==> src/rtl/mem_pkg.sv <==
// rtl/mem_pkg.sv - shared types and constants for the MEM-stage SRAM controller
package mem_pkg;
  typedef enum logic [1:0] {
    IDLE = 2'd0,
    LOW  = 2'd1,
    HIGH = 2'd2,
    DONE = 2'd3
  } mem_state_e;

  localparam int unsigned BASE_ADDR_DEFAULT = 1024;
  localparam int unsigned SRAM_DQ_W         = 16;
endpackage

==> src/rtl/sram_addr_map.sv <==
// rtl/sram_addr_map.sv - byte address to SRAM halfword address translation
module sram_addr_map
  import mem_pkg::*;
#(
  parameter int unsigned BASE_ADDR   = BASE_ADDR_DEFAULT,
  parameter int unsigned SRAM_ADDR_W = 18
) (
  input  logic [31:0]            address_i,
  input  logic                   half_sel_i,
  output logic [SRAM_ADDR_W-1:0] sram_addr_o
);
  logic [31:0] offset;
  logic        unused_offset_bits;

  // Modulo-2^32 offset; byte lane bits and bits above the SRAM range wrap away.
  assign offset             = address_i - BASE_ADDR;
  assign sram_addr_o        = {offset[SRAM_ADDR_W:2], half_sel_i};
  assign unused_offset_bits = ^{offset[31:SRAM_ADDR_W+1], offset[1:0]};
endmodule

==> src/rtl/sram_mem_controller.sv <==
// rtl/sram_mem_controller.sv - splits 32-bit loads/stores into two 16-bit SRAM accesses
module sram_mem_controller
  import mem_pkg::*;
#(
  parameter int unsigned BASE_ADDR     = BASE_ADDR_DEFAULT,
  parameter int unsigned SRAM_ADDR_W   = 18,
  parameter int unsigned ACCESS_CYCLES = 2
) (
  input  logic                   clk,
  input  logic                   reset,
  input  logic                   rd_en,
  input  logic                   wr_en,
  input  logic [31:0]            address,
  input  logic [31:0]            write_data,
  output logic [31:0]            read_data,
  output logic                   ready,
  output logic [SRAM_ADDR_W-1:0] sram_addr,
  output logic [SRAM_DQ_W-1:0]   sram_dq_out,
  input  logic [SRAM_DQ_W-1:0]   sram_dq_in,
  output logic                   sram_dq_oe,
  output logic                   sram_we_n
);
  localparam int unsigned    CNT_W    = (ACCESS_CYCLES > 1) ? $clog2(ACCESS_CYCLES) : 1;
  localparam logic [CNT_W-1:0] CNT_LAST = CNT_W'(ACCESS_CYCLES - 1);

  mem_state_e             state_q, state_d;
  logic [CNT_W-1:0]       cnt_q, cnt_d;
  logic                   store_q, store_d;
  logic [31:0]            read_data_q, read_data_d;
  logic [SRAM_ADDR_W-1:0] sram_addr_q, sram_addr_d, addr_lo, addr_hi;
  logic [SRAM_DQ_W-1:0]   dq_out_q, dq_out_d;
  logic                   oe_q, oe_d, we_n_q, we_n_d;
  logic                   req, last;

  assign req  = rd_en | wr_en;
  assign last = (cnt_q == CNT_LAST);

  sram_addr_map #(.BASE_ADDR(BASE_ADDR), .SRAM_ADDR_W(SRAM_ADDR_W)) u_map_lo (
    .address_i(address), .half_sel_i(1'b0), .sram_addr_o(addr_lo)
  );
  sram_addr_map #(.BASE_ADDR(BASE_ADDR), .SRAM_ADDR_W(SRAM_ADDR_W)) u_map_hi (
    .address_i(address), .half_sel_i(1'b1), .sram_addr_o(addr_hi)
  );

  always_ff @(posedge clk or posedge reset) begin
    if (reset) begin
      state_q     <= IDLE;
      cnt_q       <= '0;
      store_q     <= 1'b0;
      read_data_q <= '0;
      sram_addr_q <= '0;
      dq_out_q    <= '0;
      oe_q        <= 1'b0;
      we_n_q      <= 1'b1;
    end else begin
      state_q     <= state_d;
      cnt_q       <= cnt_d;
      store_q     <= store_d;
      read_data_q <= read_data_d;
      sram_addr_q <= sram_addr_d;
      dq_out_q    <= dq_out_d;
      oe_q        <= oe_d;
      we_n_q      <= we_n_d;
    end
  end

  always_comb begin
    state_d = state_q;
    cnt_d   = cnt_q;
    store_d = store_q;
    case (state_q)
      IDLE: if (req) begin
        state_d = LOW;
        cnt_d   = '0;
        store_d = wr_en;
      end
      LOW: if (last) begin
        state_d = HIGH;
        cnt_d   = '0;
      end else cnt_d = cnt_q + CNT_W'(1);
      HIGH: if (last) begin
        state_d = DONE;
        cnt_d   = '0;
      end else cnt_d = cnt_q + CNT_W'(1);
      default: state_d = IDLE;
    endcase
  end

  // SRAM pins are driven from flops, so their next values follow the next state.
  always_comb begin
    sram_addr_d = sram_addr_q;
    dq_out_d    = dq_out_q;
    read_data_d = read_data_q;
    oe_d        = 1'b0;
    we_n_d      = 1'b1;
    if (state_d == LOW) begin
      sram_addr_d = addr_lo;
      dq_out_d    = write_data[15:0];
      oe_d        = store_d;
      we_n_d      = ~store_d;
    end else if (state_d == HIGH) begin
      sram_addr_d = addr_hi;
      dq_out_d    = write_data[31:16];
      oe_d        = store_d;
      we_n_d      = ~store_d;
    end
    if (!store_q && last) begin
      if (state_q == LOW)  read_data_d[15:0]  = sram_dq_in;
      if (state_q == HIGH) read_data_d[31:16] = sram_dq_in;
    end
  end

  assign ready       = ~req | (state_q == DONE);
  assign read_data   = read_data_q;
  assign sram_addr   = sram_addr_q;
  assign sram_dq_out = dq_out_q;
  assign sram_dq_oe  = oe_q;
  assign sram_we_n   = we_n_q;
endmodule

==> config.mk <==
export PLATFORM = sky130hd
export DESIGN_NAME = sram_mem_controller
export DESIGN_NICKNAME = d
export VERILOG_FILES = /design/src/rtl/mem_pkg.sv /design/src/rtl/sram_addr_map.sv /design/src/rtl/sram_mem_controller.sv
export SDC_FILE = /design/constraint.sdc
export NUM_CORES = 1
export LEC_CHECK = 0
export ABC_AREA = 1
export CAP_MARGIN = 20
export CORE_MARGIN = 10
export CORE_UTILIZATION = 30
export DETAILED_ROUTE_END_ITERATION = 12
export SLEW_MARGIN = 20
export SYNTH_ARGS = -nofsm -noshare
export SYNTH_HDL_FRONTEND = slang
export SYNTH_SLANG_ARGS = --single-unit
==> constraint.sdc <==
create_clock -name clk -period 6.55 [get_ports clk]
set_clock_uncertainty 0.15 [all_clocks]
set_input_delay 0.9825 -clock clk [delete_from_list [all_inputs] [get_ports clk]]
set_output_delay 0.9825 -clock clk [all_outputs]
set_load 0.1 [all_outputs]
==> summary.txt <==
Routing
  • Via count: 2851
  • DR WL/cell: around 15 um
  • Via/cell ratio: about 4.4
  • Remaining DRCs: 0
  • TritonRoute pass-1 iters: 4
  • Final WL: 9.79 mm
  • DRT antenna net count: 0
  • 1st-iter DRT viols: between 150 and 200

Job
  • Maxcap violations: 0

Floorplanning
  • Die Wd: about 120 um
  • IO Pins: between 150 and 200
  • Core Area: 0.0107 sq mm
  • Die area: around 0.015 sq mm
  • Initial Utilization: 0.304
  • Row Count: 38
  • Die Y: 124 um

Synth
  • Yosys reg bits: 72
  • Async set-reset flop share out of synthesis: 1.00
  • Top cells by area, synth: dfrtp_1 54%, nand2_1 12%, o21ai_2 5.9%, a21oi_1 5.4%, inv_1 4.7%
  • Mapped Area: approximately 0.0033 sq mm
  • Number of synthesized flops with an enable pin: 0
  • Post-Synthesis Cells: approximately 370
  • Cell taking the most area after synthesis: dfrtp_1
  • Synth cell types: 20
  • Sequential area share after synthesis: 0.551
  • Commonest cells post-synth: 104 x nand2_1, 71 x dfrtp_1, 41 x inv_1
  • Avg Inst Size Synth: roughly 9 sq um
  • Ys flop type: dfrtp_1
  • Count leader, synth: nand2_1
  • Syn_nets: approximately 460
  • Warnings from Yosys: 0
  • Post-synth top area share: 0.543

Clock tree
  • Cts bufs inserted: 9
  • Clk root buf: clkbuf_8
  • CTS tree: yes
  • Post-CTS sizing: 0
  • Clock Sink Count: 72
  • Clock Latency Late Sink: roughly 0.34 ns
  • Register clock-pin slew on the reported worst setup and hold paths: roughly 0.080 ns
  • CTS Buffer Depth: 2
  • H-Tree Depth: 3
  • Post CTS Setup Buffer Count: 0
  • # hold bufs at CTS: 0

Global route
  • Final global-route overflow total: 0
  • Initial antenna violation count: 0
  • First-pass GRT wire length: ~16 mm
  • Vias in the first global route: around 3000
  • Largest net degree at the start of global routing: 73
  • Overall global routing resource usage: 0.124

STA
  • Setup violations, final: 0
  • Fmax: around 260 MHz
  • Slew headroom: 0.314
  • Final Max Tran Viols: 0
  • RSZ-0062 raised after global routing: no
  • Total Neg Setup Slack: 0 ns
  • Fin crit share: 0.594
  • Crit path time final: around 4 ns
  • Final count of hold timing violations: 0
  • Tightest Pin Transition: just over 1 ns

Critical path
  • CP bufs+invs: 3
  • Critical path's slowest cell: clkdlybuf4s50_1
  • CP Cell Sequence: clkdlybuf4s50_1 -> inv_1 -> nand2_1 -> nand2_1 -> clkdlybuf4s50_1
  • CP endpoint kind: output pin
  • Max stage delay on crit path: 1.13 ns
  • Startpoint types: input pin
  • Critical path class: input pin to output pin
  • Setup crit start: wr_en
  • Crit Path Max Fanout: 3
  • Cell family with most CP delay: buffers and inverters
  • FF-to-FF Start: state_q[1]
  • Critical Path RT: around 5.4 ns
  • Crit path arrival time: 2.76 ns

Cells and area
  • Net count reported at finish: 593
  • Layout cells sized above 1: 0.0929
  • Ant diodes: 0
  • P&R area growth vs syn: 49.9%

Placement
  • HPWL Detailed: roughly 7.2 mm
  • Final Wtd Congestion: ~0.82
  • Port Buffers: approximately 140

Min path
  • Hold_sp: read_data[23]
  • HP Class: flop to flop

Outcome
  • Status: finished clean
area by class of cell:
| cell class | instances | area (sq um) |
|---|---|---|
| Clock inverter | 6 | 43.8 |
| Fill cell | 1078 | 5850 |
| Multi-Input combinational cell | 236 | 1190 |
| Tap cell | 140 | 175 |
| Clock buffer | 10 | 138 |
| Timing Repair Buffer | 139 | 1390 |
| Sequential cell | 72 | 1800 |
| Inverter | 43 | 161 |
layer usage:
layer,share of wire,track usage,wire [um],vias to the layer above
li1,-,-,-,1425
met1,0.46,0.147,4470,1318
met2,0.45,0.197,4420,97
met3,0.077,0.0557,754,11
met4,0.015,0.0391,148,0
met5,0,0,0,-
path summary, 6_finish.rpt:
path / endpoint / cells after the start / slack (ns)
worst min-delay path: read_data[23] / 2 / 0.34
worst max-delay path: ready / 5 / 2.66
min in group asynchronous: sram_addr[3] / 3 / 1.06
worst max register to register: sram_addr[13] / 12 / 3.42
worst min register to register: read_data[23] / 2 / 0.34
max in group asynchronous: sram_dq_out[15] / 3 / 4.51
worst reg2reg max path, cell delays in order, from the launching register on:
cell     delay, ns
dfrtp_1       0.44
inv_1         0.12
ha_1          0.24
nand2_1       0.08
nand2_1       0.05
o21ai_1       0.07
a21oi_2       0.18
inv_1         0.06
ha_1          0.67
buf_4         0.38
inv_2         0.30
nor2_1        0.21
a31oi_1       0.05
cell usage in the layout (no fill, tap or decap), drive strengths merged:
cell type	instances
clkdlybuf4s50	137
nand2	104
dfrtp	71
o21ai	45
inv	44
a21oi	36
nor2	29
clkbuf	10
nand3	10
ha	8
clkinv	4
nand4	2
buf	2
a31oi	1
o21bai	1
clkinvlp	1
dfstp	1
per-stage QoR:
step	setup slack (ns)	cells	utilization	hold WS (ns)	cell area, sq um
floorplan	3.59	367	-	0.342	3270
global placement	2.63	630	0.439	0.313	4720
detailed placement	2.60	630	0.439	0.316	4720
CTS	2.64	646	0.456	0.336	4900
global route	2.58	646	0.456	0.346	4900
finish	2.66	646	0.456	0.336	4900
flip-flops by register name, summed over array words and instances, names as in the netlist:
name	flops
cnt_q	1
store_q	1
sram_dq_out	16
sram_addr	18
read_data	32
sram_dq_oe	1
sram_we_n	1
state_q	2
cell families (layout without fill, tap and decap cells):
kind of cell	count (synthesis)	after routing	synth area share
AO/OA/AOI/OAI	83	83	0.155
flip-flops	72	72	0.551
buffers and inverters	59	198	0.0838
adder cells (fa/ha/maj)	8	8	0.0306
AND/OR/NAND/NOR	145	145	0.179
Power is not shown: default switching activity piles up to over one toggle a cycle in this logic, so the estimate is an artifact.
